**config.mk**
```make
export PLATFORM = sky130hd
export DESIGN_NAME = cp0_exc_ctrl
export DESIGN_NICKNAME = d
export VERILOG_FILES = /design/src/rtl/cp0_exc_ctrl_pkg.sv /design/src/rtl/cp0_timer.sv /design/src/rtl/cp0_exc_ctrl.sv
export SDC_FILE = /design/constraint.sdc
export NUM_CORES = 1
export LEC_CHECK = 0
export CORE_ASPECT_RATIO = 0.9
export CORE_MARGIN = 4
export CORE_UTILIZATION = 40
export CTS_BUF_LIST = sky130_fd_sc_hd__clkbuf_4
export CTS_CLUSTER_DIAMETER = 150
export DETAILED_ROUTE_END_ITERATION = 8
export GPL_TIMING_DRIVEN = 0
export PLACE_DENSITY = 0.76
export SLEW_MARGIN = 20
export SYNTH_ARGS = -nofsm -noshare
export SYNTH_HDL_FRONTEND = slang
export SYNTH_HIERARCHICAL = 1
export SYNTH_SLANG_ARGS = --single-unit
```
**constraint.sdc**
```tcl
create_clock -name clk -period 2.4 [get_ports clk]
set_input_delay 0.24 -clock clk [delete_from_list [all_inputs] [get_ports clk]]
set_output_delay 0.24 -clock clk [all_outputs]
set_load 0.02 [all_outputs]
```
**src/rtl/cp0_exc_ctrl_pkg.sv**
```systemverilog
// Shared CP0 constants: register numbers, SR/Cause bit positions,
// exception codes and the default exception entry address.
package cp0_pkg;

  // CP0 register numbers
  localparam logic [4:0] REG_COUNT   = 5'd9;
  localparam logic [4:0] REG_COMPARE = 5'd11;
  localparam logic [4:0] REG_SR      = 5'd12;
  localparam logic [4:0] REG_CAUSE   = 5'd13;
  localparam logic [4:0] REG_EPC     = 5'd14;

  // SR bit positions
  localparam int SR_IE    = 0;
  localparam int SR_EXL   = 1;
  localparam int SR_IM_LO = 10;
  localparam int SR_IM_HI = 15;

  // Cause bit positions
  localparam int CAUSE_EXC_LO = 2;
  localparam int CAUSE_EXC_HI = 6;
  localparam int CAUSE_IP_LO  = 10;
  localparam int CAUSE_IP_HI  = 15;
  localparam int CAUSE_BD     = 31;

  // Exception codes carried in Cause.ExcCode
  typedef enum logic [4:0] {
    EXC_INT     = 5'd0,
    EXC_ADEL    = 5'd4,
    EXC_ADES    = 5'd5,
    EXC_SYSCALL = 5'd8,
    EXC_RI      = 5'd10,
    EXC_OV      = 5'd12
  } exc_code_e;

  localparam logic [31:0] DEFAULT_HANDLER_PC = 32'h0000_4180;

endpackage

```
**src/rtl/cp0_timer.sv**
```systemverilog
// Count/Compare timer with sticky pending flag; pending is cleared only by
// rewriting Compare, never by exception entry.
module cp0_timer
  import cp0_pkg::*;
(
  input  logic        clk,
  input  logic        reset,
  input  logic        we,
  input  logic [4:0]  addr,
  input  logic [31:0] din,
  output logic [31:0] count,
  output logic [31:0] compare,
  output logic        pend
);

  logic wr_count;
  logic wr_compare;

  assign wr_count   = we && (addr == REG_COUNT);
  assign wr_compare = we && (addr == REG_COMPARE);

  // Free-running counter, Compare register and pending flag.
  // NOTE: non-blocking assignments so every register samples pre-edge values
  // (pend compares the old count against the old compare).
  always_ff @(posedge clk) begin
    if (reset) begin
      count   <= '0;
      compare <= '0;
      pend    <= 1'b0;
    end else begin
      count <= wr_count ? din : count + 32'd1;
      if (wr_compare) begin
        compare <= din;
      end
      if (wr_compare) begin
        pend <= 1'b0;
      end else if ((count == compare) && (compare != '0)) begin
        pend <= 1'b1;
      end
    end
  end

endmodule

```
**src/rtl/cp0_exc_ctrl.sv**
```systemverilog
// CP0 exception/interrupt controller beside the M stage: raises Req,
// captures EPC/Cause on entry, serves mtc0/mfc0/eret and hosts the timer.
module cp0_exc_ctrl
  import cp0_pkg::*;
#(
  parameter logic [31:0] HANDLER_PC = DEFAULT_HANDLER_PC
) (
  input  logic        clk,
  input  logic        reset,
  input  logic        we,
  input  logic [4:0]  addr,
  input  logic [31:0] din,
  output logic [31:0] dout,
  input  logic [31:0] M_PC,
  input  logic        M_Delayslot,
  input  logic [4:0]  M_EXCcode,
  input  logic        M_eret,
  input  logic [5:0]  HWInt,
  output logic        Req,
  output logic [31:0] redirect_pc,
  output logic        exl
);

  // SR fields
  logic [5:0]  im;
  logic        ie;
  // Cause fields
  logic        bd;
  logic [5:0]  ip;
  logic [4:0]  exc;
  logic [31:0] epc;

  logic [31:0] count;
  logic [31:0] compare;
  logic        timer_pend;
  logic        int_req;
  logic        exc_req;
  logic        timer_we;

  assign int_req     = (|(ip & im)) & ie & ~exl;
  assign exc_req     = (M_EXCcode != 5'd0) & ~exl;
  assign Req         = int_req | exc_req;
  assign redirect_pc = Req ? HANDLER_PC : epc;

  // A nullified instruction must not write Count/Compare either.
  assign timer_we = we & ~Req;

  cp0_timer u_timer (
    .clk     (clk),
    .reset   (reset),
    .we      (timer_we),
    .addr    (addr),
    .din     (din),
    .count   (count),
    .compare (compare),
    .pend    (timer_pend)
  );

  // mfc0 read mux, combinational from addr.
  // NOTE: dout gets a default before the case so no path leaves it unassigned
  // (which would infer a latch).
  always_comb begin
    dout = '0;
    case (addr)
      REG_SR: begin
        dout[SR_IM_HI:SR_IM_LO] = im;
        dout[SR_EXL]            = exl;
        dout[SR_IE]             = ie;
      end
      REG_CAUSE: begin
        dout[CAUSE_BD]                  = bd;
        dout[CAUSE_IP_HI:CAUSE_IP_LO]   = ip;
        dout[CAUSE_EXC_HI:CAUSE_EXC_LO] = exc;
      end
      REG_EPC:     dout = epc;
      REG_COUNT:   dout = count;
      REG_COMPARE: dout = compare;
      default:     dout = '0;
    endcase
  end

  // SR/Cause/EPC update: exception entry wins over eret and mtc0.
  always_ff @(posedge clk) begin
    if (reset) begin
      im  <= '0;
      ie  <= 1'b0;
      exl <= 1'b0;
      bd  <= 1'b0;
      ip  <= '0;
      exc <= '0;
      epc <= '0;
    end else begin
      ip <= {HWInt[5] | timer_pend, HWInt[4:0]};
      if (Req) begin
        exl <= 1'b1;
        bd  <= M_Delayslot;
        exc <= int_req ? EXC_INT : M_EXCcode;
        epc <= M_Delayslot ? (M_PC - 32'd4) : M_PC;
      end else begin
        if (M_eret) begin
          exl <= 1'b0;
        end
        if (we) begin
          case (addr)
            REG_SR: begin
              im  <= din[SR_IM_HI:SR_IM_LO];
              exl <= din[SR_EXL];
              ie  <= din[SR_IE];
            end
            REG_EPC: epc <= din;
            default: ;
          endcase
        end
      end
    end
  end

endmodule

```
==> run metrics <==
status finished with violations; failing checks setup timing; placed cell area 9260 µm²; crit path DAT 2960 ps; drt wl/cell 23.0 µm; Mean Syn Cell Area 8.06 µm²; clock buffer depth 2; Sw Ratio 29.3%; Clock Power Share 36.5%; fin crit share 105%; Syn Std Cell Area 7410 µm²; CP required 2830 ps; core area 17,900 µm²; DRT antenna net count 0; Final Hold Slack 69.3 ps; CTS tree done; Vias/cell 6.39; First-pass DRT Iterations 9; detailed-route DRC error count 0; number of flops mapped to enable cells by yosys 0; Routed WL 31.6 mm; pwr dens 433 nW/µm²; initial antenna violation count 0; setup ws final -129 ps; HP Class primary input to register; Starting Density 41.4%; Power Internal 0.00339 W; Static Leak 4.03 nW; WS Path Type register to register; slew margin rel. 44.9%; min cycle time layout 2530 ps; number of fill cells 1,422; Final GP Congestion 1.03; Switch Pwr 0.00141 W; Iteration-0 DRC Markers 1,339; Crit-path slowest cell o311a_4; via count 8,761; pre-CTS setup slack -1060 ps; f_max 0.395 GHz; Critical Path Fanout Max 7; Worst-Skew Late Latency 580 ps; Chip Height 137 µm; Seq cells post-synth 117; first-pass GRT wire length 46.3 mm; I/O pins 151; Tot GR Track Use 29.1%; num rows 46; endpoints failing setup 93; crit-path cells a22o_4 > o311a_4 > nor2_4 > inv_4 > nor2_2 > nor4bb_4 > buf_4 > buf_6 > nand3_4 > clkbuf_8 > nand2_1 > a21oi_2; fin nets 1,205; Worst Skew 25.0 ps; die width 152 µm; synth warn 6; Fin. Hold Viols 0; Max-cap violations 0; CTS Sinks 117; clock slew at reported path FFs 110 ps; die footprint 20,800 µm²; largest net degree at the start of global routing 17; Critical Path Max Stage Delay 420 ps; sequential area share after synthesis 31.6%; vias in the first global route 8,085; Num CTS Buffers 17; combinational share of power 19.8%; Syn Nets 1,007; Worst Tran Pin Value 826 ps; htree depth 4; clock root buffer clkbuf_4; Final Cell Area 11,100 µm²; area grow syn2layout 49.4%; VDD IR max 0.000231 V; antenna fix cells 0; asr flop ratio synth 0%; hpwl dp 21.7 mm; max-slew violations 0; Setup crit start kind register; Primary FF master, synth dfxtp_1; Reg power frac 43.8%; Yosys cell types 49; Synth Instances 920; share of layout cells above drive strength 1 26.9%; CP endpoint kind register; Buffers on Ports 149; grt total ovfl 0; unrepaired setup endpoints after global routing yes; CTS hold repair buffers 0
-- what timing repair did --
item / 4_1_cts / 5_1_grt
setup buffers: 17 / 5
cloned: 14 / 1
resized for setup: 470 / 98
pin swaps: 9 / 27
setup endpoints to repair: 140 / 103
-- worst paths after layout --
check / end / slack, ps / start / cells past startpoint
setup / recovery: u_timer/compare[19] / -130 / ip[4] / 12
hold / removal: bd / 70 / M_Delayslot / 3
setup reg to reg: u_timer/compare[19] / -130 / ip[4] / 12
hold reg to reg: exc[1] / 470 / exc[1] / 2
-- area by class of cell --
type / count / area, µm² / area share, %
Clock buffer: 20 / 150 / 1.36
Sequential cell: 117 / 2350 / 21.2
Multi-Input combinational cell: 713 / 5470 / 49.4
Clock inverter: 11 / 183 / 1.65
Buffer: 78 / 633 / 5.71
Timing Repair Buffer: 185 / 1970 / 17.8
Tap cell: 240 / 300 / 2.71
Inverter: 6 / 25.0 / 0.226
-- cells in the final DEF, fill, tap and decap left out, types with 26 or more instances in the layout --
| cell type | Yosys | layout |
|---|---|---|
| a211oi_1 | 53 | 27 |
| a211oi_2 | 0 | 26 |
| a21oi_1 | 46 | 27 |
| buf_6 | 4 | 41 |
| clkbuf_1 | 72 | 40 |
| clkbuf_4 | 0 | 27 |
| clkdlybuf4s50_1 | 0 | 79 |
| dfxtp_1 | 117 | 113 |
| mux2i_1 | 57 | 57 |
| nand2_1 | 89 | 67 |
| nand4_1 | 50 | 50 |
| nor2_4 | 0 | 32 |
| o31ai_1 | 31 | 31 |
| xnor2_1 | 39 | 39 |
| xor2_1 | 32 | 32 |
-- kinds of logic after synthesis --
logic type	count (synthesis)	share of synthesized area (%)
mux	57	7.69
flops	117	31.6
xor+xnor	71	8.39
compound gates	218	20.3
simple gates	365	26.6
fa+ha+maj	2	0.337
buf+inv	90	5.03
-- power groups by stage --
stage | Sequential (W) | Clock [W] | Combinational, W
finish | 0.00210 | 0.00175 | 0.000948
global route | 0.00211 | 0.00183 | 0.000993
CTS | 0.00210 | 0.00174 | 0.000893
detailed placement | 0.00214 | 0 | 0.000820
global placement | 0.00214 | 0 | 0.000812
floorplan | 0.00211 | 0 | 0.000421
-- Yosys cell counts (8+ instances only) --
cell      number  area share (%)
dfxtp_1      117              32
nand2_1       89             4.5
clkbuf_1      72             3.6
mux2i_1       57             7.7
nor2_1        54             2.7
a211oi_1      53             5.4
nand4_1       50             4.2
a21oi_1       46             3.1
xnor2_1       39             4.6
and3_1        36             3.0
xor2_1        32             3.8
o31ai_1       31             3.1
nand3_1       25             1.7
o21ai_0       23             1.6
nand2b_1      17             1.4
nor4_1        17             1.4
a31oi_1       16             1.4
a41o_1        15             2.0
or3_1         14             1.2
and4_1        13             1.5
or4_1         13             1.3
nor3_1        10            0.68
a221o_1        8             1.1
-- routing by layer --
metal / global-route usage (%) / vias up / share of wire [%]
met4: 11.3 / 0 / 4.1
met1: 38.1 / 4152 / 39
met5: 0 / - / 0
met3: 7.42 / 122 / 12
met2: 45.9 / 635 / 45
li1: - / 3852 / -
-- registers in the layout, indices dropped and copies added (netlist names) --
name	count
epc	32
u_timer/compare	32
u_timer/count	32
im	6
ip	6
exc	5
bd	1
exl	1
ie	1
u_timer/pend	1
-- metrics by stage --
stage                     setup TNS, ps  power (W)  std cells  util [%]
final                             -6550    0.00480       1370      61.9
after detailed placement         -95040    0.00296       1309      51.7
after floorplan                       0    0.00253        920         -
after global routing             -12080    0.00493       1370      61.9
after CTS                         -7140    0.00473       1367      60.0
after global placement           -89930    0.00295       1309      51.7
-- critical path: cells and delay by family (launching register included) --
family          cells  cell delay [ps]
simple gates        5              710
buf+inv             4              570
compound gates      3              760
flops               1              340
Power figures use the tool's default switching activity.
